[src/rtl/toggle_responder.sv]
// toggle_responder: receive side of a two-phase (toggle) req/ack link.
// Each level change on req_t becomes one evt pulse plus one valid/ready beat;
// acceptance by the consumer toggles ack_t back and bumps xfer_count.
// Optional macro TOGGLE_RESPONDER_SYNC_EN: adds a 2-flop synchronizer on req_t.
module toggle_responder #(
  parameter int WIDTH   = 8,
  parameter int COUNT_W = 8
) (
  input  logic               clk,
  input  logic               clr,
  input  logic               req_t,
  input  logic [WIDTH-1:0]   data_in,
  output logic               ack_t,
  output logic               evt,
  output logic [WIDTH-1:0]   out_data,
  output logic               out_valid,
  input  logic               out_ready,
  output logic [COUNT_W-1:0] xfer_count,
  output logic               overrun
);

  typedef enum logic {IDLE, VALID} state_t;

  state_t               state_q, state_d;
  logic                 req_s;
  logic                 req_seen_q, req_seen_d;
  logic                 req_prev_q, req_prev_d;
  logic                 ack_q, ack_d;
  logic                 evt_q, evt_d;
  logic [WIDTH-1:0]     data_q, data_d;
  logic [COUNT_W-1:0]   cnt_q, cnt_d;
  logic                 ovr_q, ovr_d;

`ifdef TOGGLE_RESPONDER_SYNC_EN
  logic [1:0] sync_q, sync_d;

  // Two-stage shift of the asynchronous request toggle.
  always_comb sync_d = {sync_q[0], req_t};

  // Synchronizer flops; cleared so a held-high req_t re-arms after clr.
  always_ff @(posedge clk) begin
    if (clr) sync_q <= '0;
    else     sync_q <= sync_d;
  end

  assign req_s = sync_q[1];
`else
  assign req_s = req_t;
`endif

  // Next-state: detect in IDLE, hand off in VALID, flag any toggle while busy.
  always_comb begin
    state_d    = state_q;
    req_seen_d = req_seen_q;
    req_prev_d = req_s;
    ack_d      = ack_q;
    evt_d      = 1'b0;
    data_d     = data_q;
    cnt_d      = cnt_q;
    ovr_d      = ovr_q;
    case (state_q)
      IDLE: begin
        if (req_s != req_seen_q) begin
          data_d     = data_in;
          req_seen_d = req_s;
          evt_d      = 1'b1;
          state_d    = VALID;
        end
      end
      VALID: begin
        // A second toggle before the ack is a protocol error; it is only flagged.
        if (req_s != req_prev_q) ovr_d = 1'b1;
        if (out_ready) begin
          ack_d   = req_seen_q;
          cnt_d   = cnt_q + 1'b1;
          state_d = IDLE;
        end
      end
      default: state_d = IDLE;
    endcase
  end

  // State and datapath registers with synchronous clear.
  always_ff @(posedge clk) begin
    if (clr) begin
      state_q    <= IDLE;
      req_seen_q <= 1'b0;
      req_prev_q <= 1'b0;
      ack_q      <= 1'b0;
      evt_q      <= 1'b0;
      data_q     <= '0;
      cnt_q      <= '0;
      ovr_q      <= 1'b0;
    end else begin
      state_q    <= state_d;
      req_seen_q <= req_seen_d;
      req_prev_q <= req_prev_d;
      ack_q      <= ack_d;
      evt_q      <= evt_d;
      data_q     <= data_d;
      cnt_q      <= cnt_d;
      ovr_q      <= ovr_d;
    end
  end

  assign ack_t      = ack_q;
  assign evt        = evt_q;
  assign out_data   = data_q;
  assign out_valid  = (state_q == VALID);
  assign xfer_count = cnt_q;
  assign overrun    = ovr_q;

endmodule

[config.mk]
export PLATFORM = sky130hd
export DESIGN_NAME = toggle_responder
export DESIGN_NICKNAME = d
export VERILOG_FILES = /design/src/rtl/toggle_responder.sv
export SDC_FILE = /design/constraint.sdc
export NUM_CORES = 1
export LEC_CHECK = 0
export BUFFER_PORTS_ARGS = -buffer_cell sky130_fd_sc_hd__buf_2
export CAP_MARGIN = 30
export CORE_MARGIN = 2
export CORE_UTILIZATION = 47
export DETAILED_ROUTE_END_ITERATION = 16
export PLACE_DENSITY_LB_ADDON = 0.25
export SLEW_MARGIN = 20
export SYNTH_ARGS = -nofsm -noshare
export SYNTH_HDL_FRONTEND = slang
export SYNTH_SLANG_ARGS = --single-unit
[constraint.sdc]
create_clock -name clk -period 1.5 [get_ports clk]
set_input_delay 0.3 -clock clk [delete_from_list [all_inputs] [get_ports clk]]
set_output_delay 0.3 -clock clk [all_outputs]
set_load 0.1 [all_outputs]
==> run summary <==
The run finished with clean final reports. The fraction of registers with async set/reset is 0. The switching component of the power is 506 uW.

After the last flow step, the layout net total stands at between 100 and 150. The synthesized instance count is around 100. The setup slack of the critical path after layout came out at just under 80 ps. Synthesis inferred 22 register bits. The number of clock sinks is 22. The mean instance size in the synthesized netlist came out at ~9.0 um2. The number of slew-limit violations in the final report came out at 0. 0 antenna diodes ended up in the layout.

The post-CTS setup buffer count came out at 0. The post-CTS clock slew at the launch and capture registers of the worst setup and hold paths is 120 ps. The Yosys step of the flow raised 0 warnings. After layout, the minimum clock period comes to ~1400 ps.

Of the available clock period, the critical path in the final layout requires 0.949. The count of buffers from port buffering came out at 31. The headroom to the max-slew limit is 0.676. The total of cells resized after clock tree synthesis is 0. The share of total power in combinational logic is 0.297. The total cell area at the placement stage came out at 1100 um2. The number of buffers and inverters on the critical path is 1. The largest buffer count on any clock path is 2. Hold repair after CTS inserted 0 buffers.

The number of remaining DRC errors is 0. The netlist uses 26 different library cells. The power density normalized to cell area came out at about 1200 nW/um2. The maximum cell stage delay along the critical path came out at 430 ps.

The maximum frequency from static timing analysis came out at about 0.70 GHz. The worst setup path is launched from a flop. The total grt overflow is 0. The average vias per placed instance is 5.20.

The HPWL reported at the end of detailed placement came out at roughly 1.3 mm. The worst setup path is captured at an output port. The library cells used most frequently in the layout, excluding fill and tap cells, are sky130_fd_sc_hd__buf_2 (30), sky130_fd_sc_hd__a21oi_1 (15), sky130_fd_sc_hd__dfxtp_1 (14).

The number of antenna violations at the first check in global routing came out at 0. The mux contribution to synthesized area came out at 0.0241. The number of nets handed over by synthesis was around 110.

The most frequently used flop master after synthesis is sky130_fd_sc_hd__dfxtp_1. The number of buffers created by CTS is 3. In the final layout, the share of cells above drive strength 1 is 0.366. The part of the total power dissipated in sequential elements came out at 0.499. The share of synthesized cell area in and, or, nand and nor gates is 0.200.

The total placed cells including tap cells is approximately 150. For this run, the register share of the synthesized area comes to 0.500. The hold path startpoint is data_in[3]. The start-to-end type of the worst setup path is reg2out.

After synthesis, the largest family of logic cells by area is simple AND/OR/NAND/NOR gates. The required time at the endpoint of the critical path came out at approximately 1200 ps. Measured along the x axis, the die boundary spans 47.3 um. The adder-cell area share of the yosys netlist came out at 0.0142. The reg-to-reg critical path startpoint is xfer_count[0].

TritonCTS built the clock tree. Across all layers, the routed design uses between 800 and 900 vias. For hold timing, the worst endpoint is out_data[3]. Of the total synthesized cell area, the portion taken by XOR and XNOR cells is 0.0582. The analysis attributes to cell leakage a power of 0.477 nW. The routability-driven placement congestion ratio is 0.763. The share of total power dissipated in the clock network is 0.203.

The net switching fraction of the power came out at 0.387. Walking the worst path, the cells encountered are buf_2. The row count came out at 15. The global-route wire length before repair came out at 2.79 mm.

The core area is 1750 um2. The total die area is 2240 um2. Broken down by cell family, the worst path's largest delay share belongs to buffers and inverters.

The area fraction in compound gates after synthesis was 0.165. In this run the critical register-to-register path is captured at xfer_count[6]. The via count of the first global-routing pass came out at between 600 and 700. The number of H-tree branching levels is 1. Leaving out fill and tap cells, the most frequent cell in the layout is sky130_fd_sc_hd__buf_2.

Setup repair after global routing left no endpoint under its margin. The worst-case vdd ir drop is around 0.73 mV. The area growth from synthesis to layout is 28.0%. The pre-CTS worst setup slack is between 200 and 250 ps. In this run the clock root is driven by a sky130_fd_sc_hd__clkbuf_4.

The post-layout instance count excluding filler cells is between 150 and 200. The latest clock arrival within the worst-skew pair is 300 ps. The internal power of the cells is between 800 and 900 uW.

The worst-path maximum fanout is 4. For the pin with the worst max-slew slack, the measured transition is 489 ps. For this block, the routed nets add up to between 1.5 and 2 mm of wire. The finished layout cell area is roughly 1100 um2. The die extent in y is 47.3 um. The core utilization of the finished layout came out at 0.646. The number of cells on the worst reg-to-reg path is 4. The data arrival time of the worst path is roughly 1100 ps. The path class of the tightest hold or removal check is in2reg. After the first detailed-routing iteration, the DRC count stood at 10. The synthesized design contains 0 enable-type register cells. The number of cells traversed by the worst hold path is 3. The setup check on the worst reg-to-reg path leaves a slack of ~190 ps.

The overall track demand over capacity in global routing is 0.177. The worst clock skew came out at between 10 and 15 ps. The standard cell with the maximum stage delay on the critical path is sky130_fd_sc_hd__buf_2. The first-pass iteration count of the detailed router is 4. The number of max-capacitance violations reported came out at 0. Setup violations remaining at the end of the flow were counted as 0. The average wire per standard cell is roughly 11 um.

The synthesized cell area came out at ~880 um2. The maximum number of pins on one net before global-route repair came out at 19. The number of ports placed on the die boundary is 32. The number of nets still failing antenna checks after routing came out at 0. For this configuration, the core starts out at a cell density of 0.505. The hold violation total from the final report is 0.
## state kept, by name, summed over array words and instances (netlist names)
name and count:
req_prev_q 1, out_data 8, xfer_count 8, overrun 1, ack_t 1, req_seen_q 1
evt 1, out_valid 1
## cell families (layout without fill, tap and decap cells)
logic type                 Yosys count  in the layout
and+or+nand+nor                     32             32
AOI/OAI and AO/OA                   28             28
DFF                                 22             22
buffers and inverters                8             41
xor gates and xnor gates             5              5
muxes                                2              2
adders and majority gates            1              1
## power by group through the flow
stage | combinational (mW) | clock [mW] | sequential (mW)
after CTS | 0.389 | 0.275 | 0.652
after global routing | 0.408 | 0.308 | 0.658
after floorplan | 0.0939 | 0 | 0.877
final | 0.388 | 0.266 | 0.652
after global placement | 0.385 | 0 | 0.664
after detailed placement | 0.388 | 0 | 0.666
## how the worst max path moves through the flow
stage	from	endpoint	slack [ps]	depth (start not counted)
after floorplan	xfer_count[4]	xfer_count[7]	-70	3
after global placement	out_valid	xfer_count[7]	230	3
after detailed placement	out_valid	xfer_count[7]	230	3
after CTS	xfer_count[0]	xfer_count[0]	70	1
after global routing	xfer_count[0]	xfer_count[0]	30	1
final	xfer_count[0]	xfer_count[0]	80	1
## routing by layer
metal | part of all wire | track usage | wire length [um] | vias up
met5 | 0 | 0 | 0 | -
met4 | 0.020 | 0.0889 | 34 | 0
met3 | 0.059 | 0.0462 | 101 | 4
met2 | 0.47 | 0.243 | 811 | 23
met1 | 0.45 | 0.254 | 772 | 373
li1 | - | - | - | 411
## stage by stage
step | hold slack (ps) | total power, mW | TNS, ps
after floorplan | 372 | 0.971 | -67.6
after global placement | 454 | 1.05 | 0
after detailed placement | 460 | 1.05 | 0
after CTS | 229 | 1.32 | 0
after global routing | 215 | 1.37 | 0
final | 232 | 1.31 | 0
## synth_stat cells (all sizes together) (2+ instances only)
cell type / count / area [um2]
or3: 3 / 18.8
nand4: 2 / 27.5
clkbuf: 3 / 11.3
o21ai: 11 / 55.1
dfxtp: 22 / 440
nor2b: 2 / 12.5
nand2: 6 / 22.5
nand3: 10 / 50.1
inv: 3 / 11.3
xnor2: 3 / 26.3
xor2: 2 / 25.0
a21oi: 15 / 75.1
nor2: 5 / 18.8
## area by class of cell
type                       instances  area, um2
tap                               25       31.3
inverter                           4       15.0
fill                             175        618
sequential                        22        463
multi-input combinational         68        407
timing repair buffer              33        185
clock buffer                       4       26.3
## worst reg2reg max path, stage by stage (launching register included)
cell,delay (ps)
sky130_fd_sc_hd__dfxtp_4,400
sky130_fd_sc_hd__ha_1,170
sky130_fd_sc_hd__nand4_1,180
sky130_fd_sc_hd__or3_1,350
sky130_fd_sc_hd__a21oi_1,130
No activity file was read; power rests on OpenSTA's default activity.
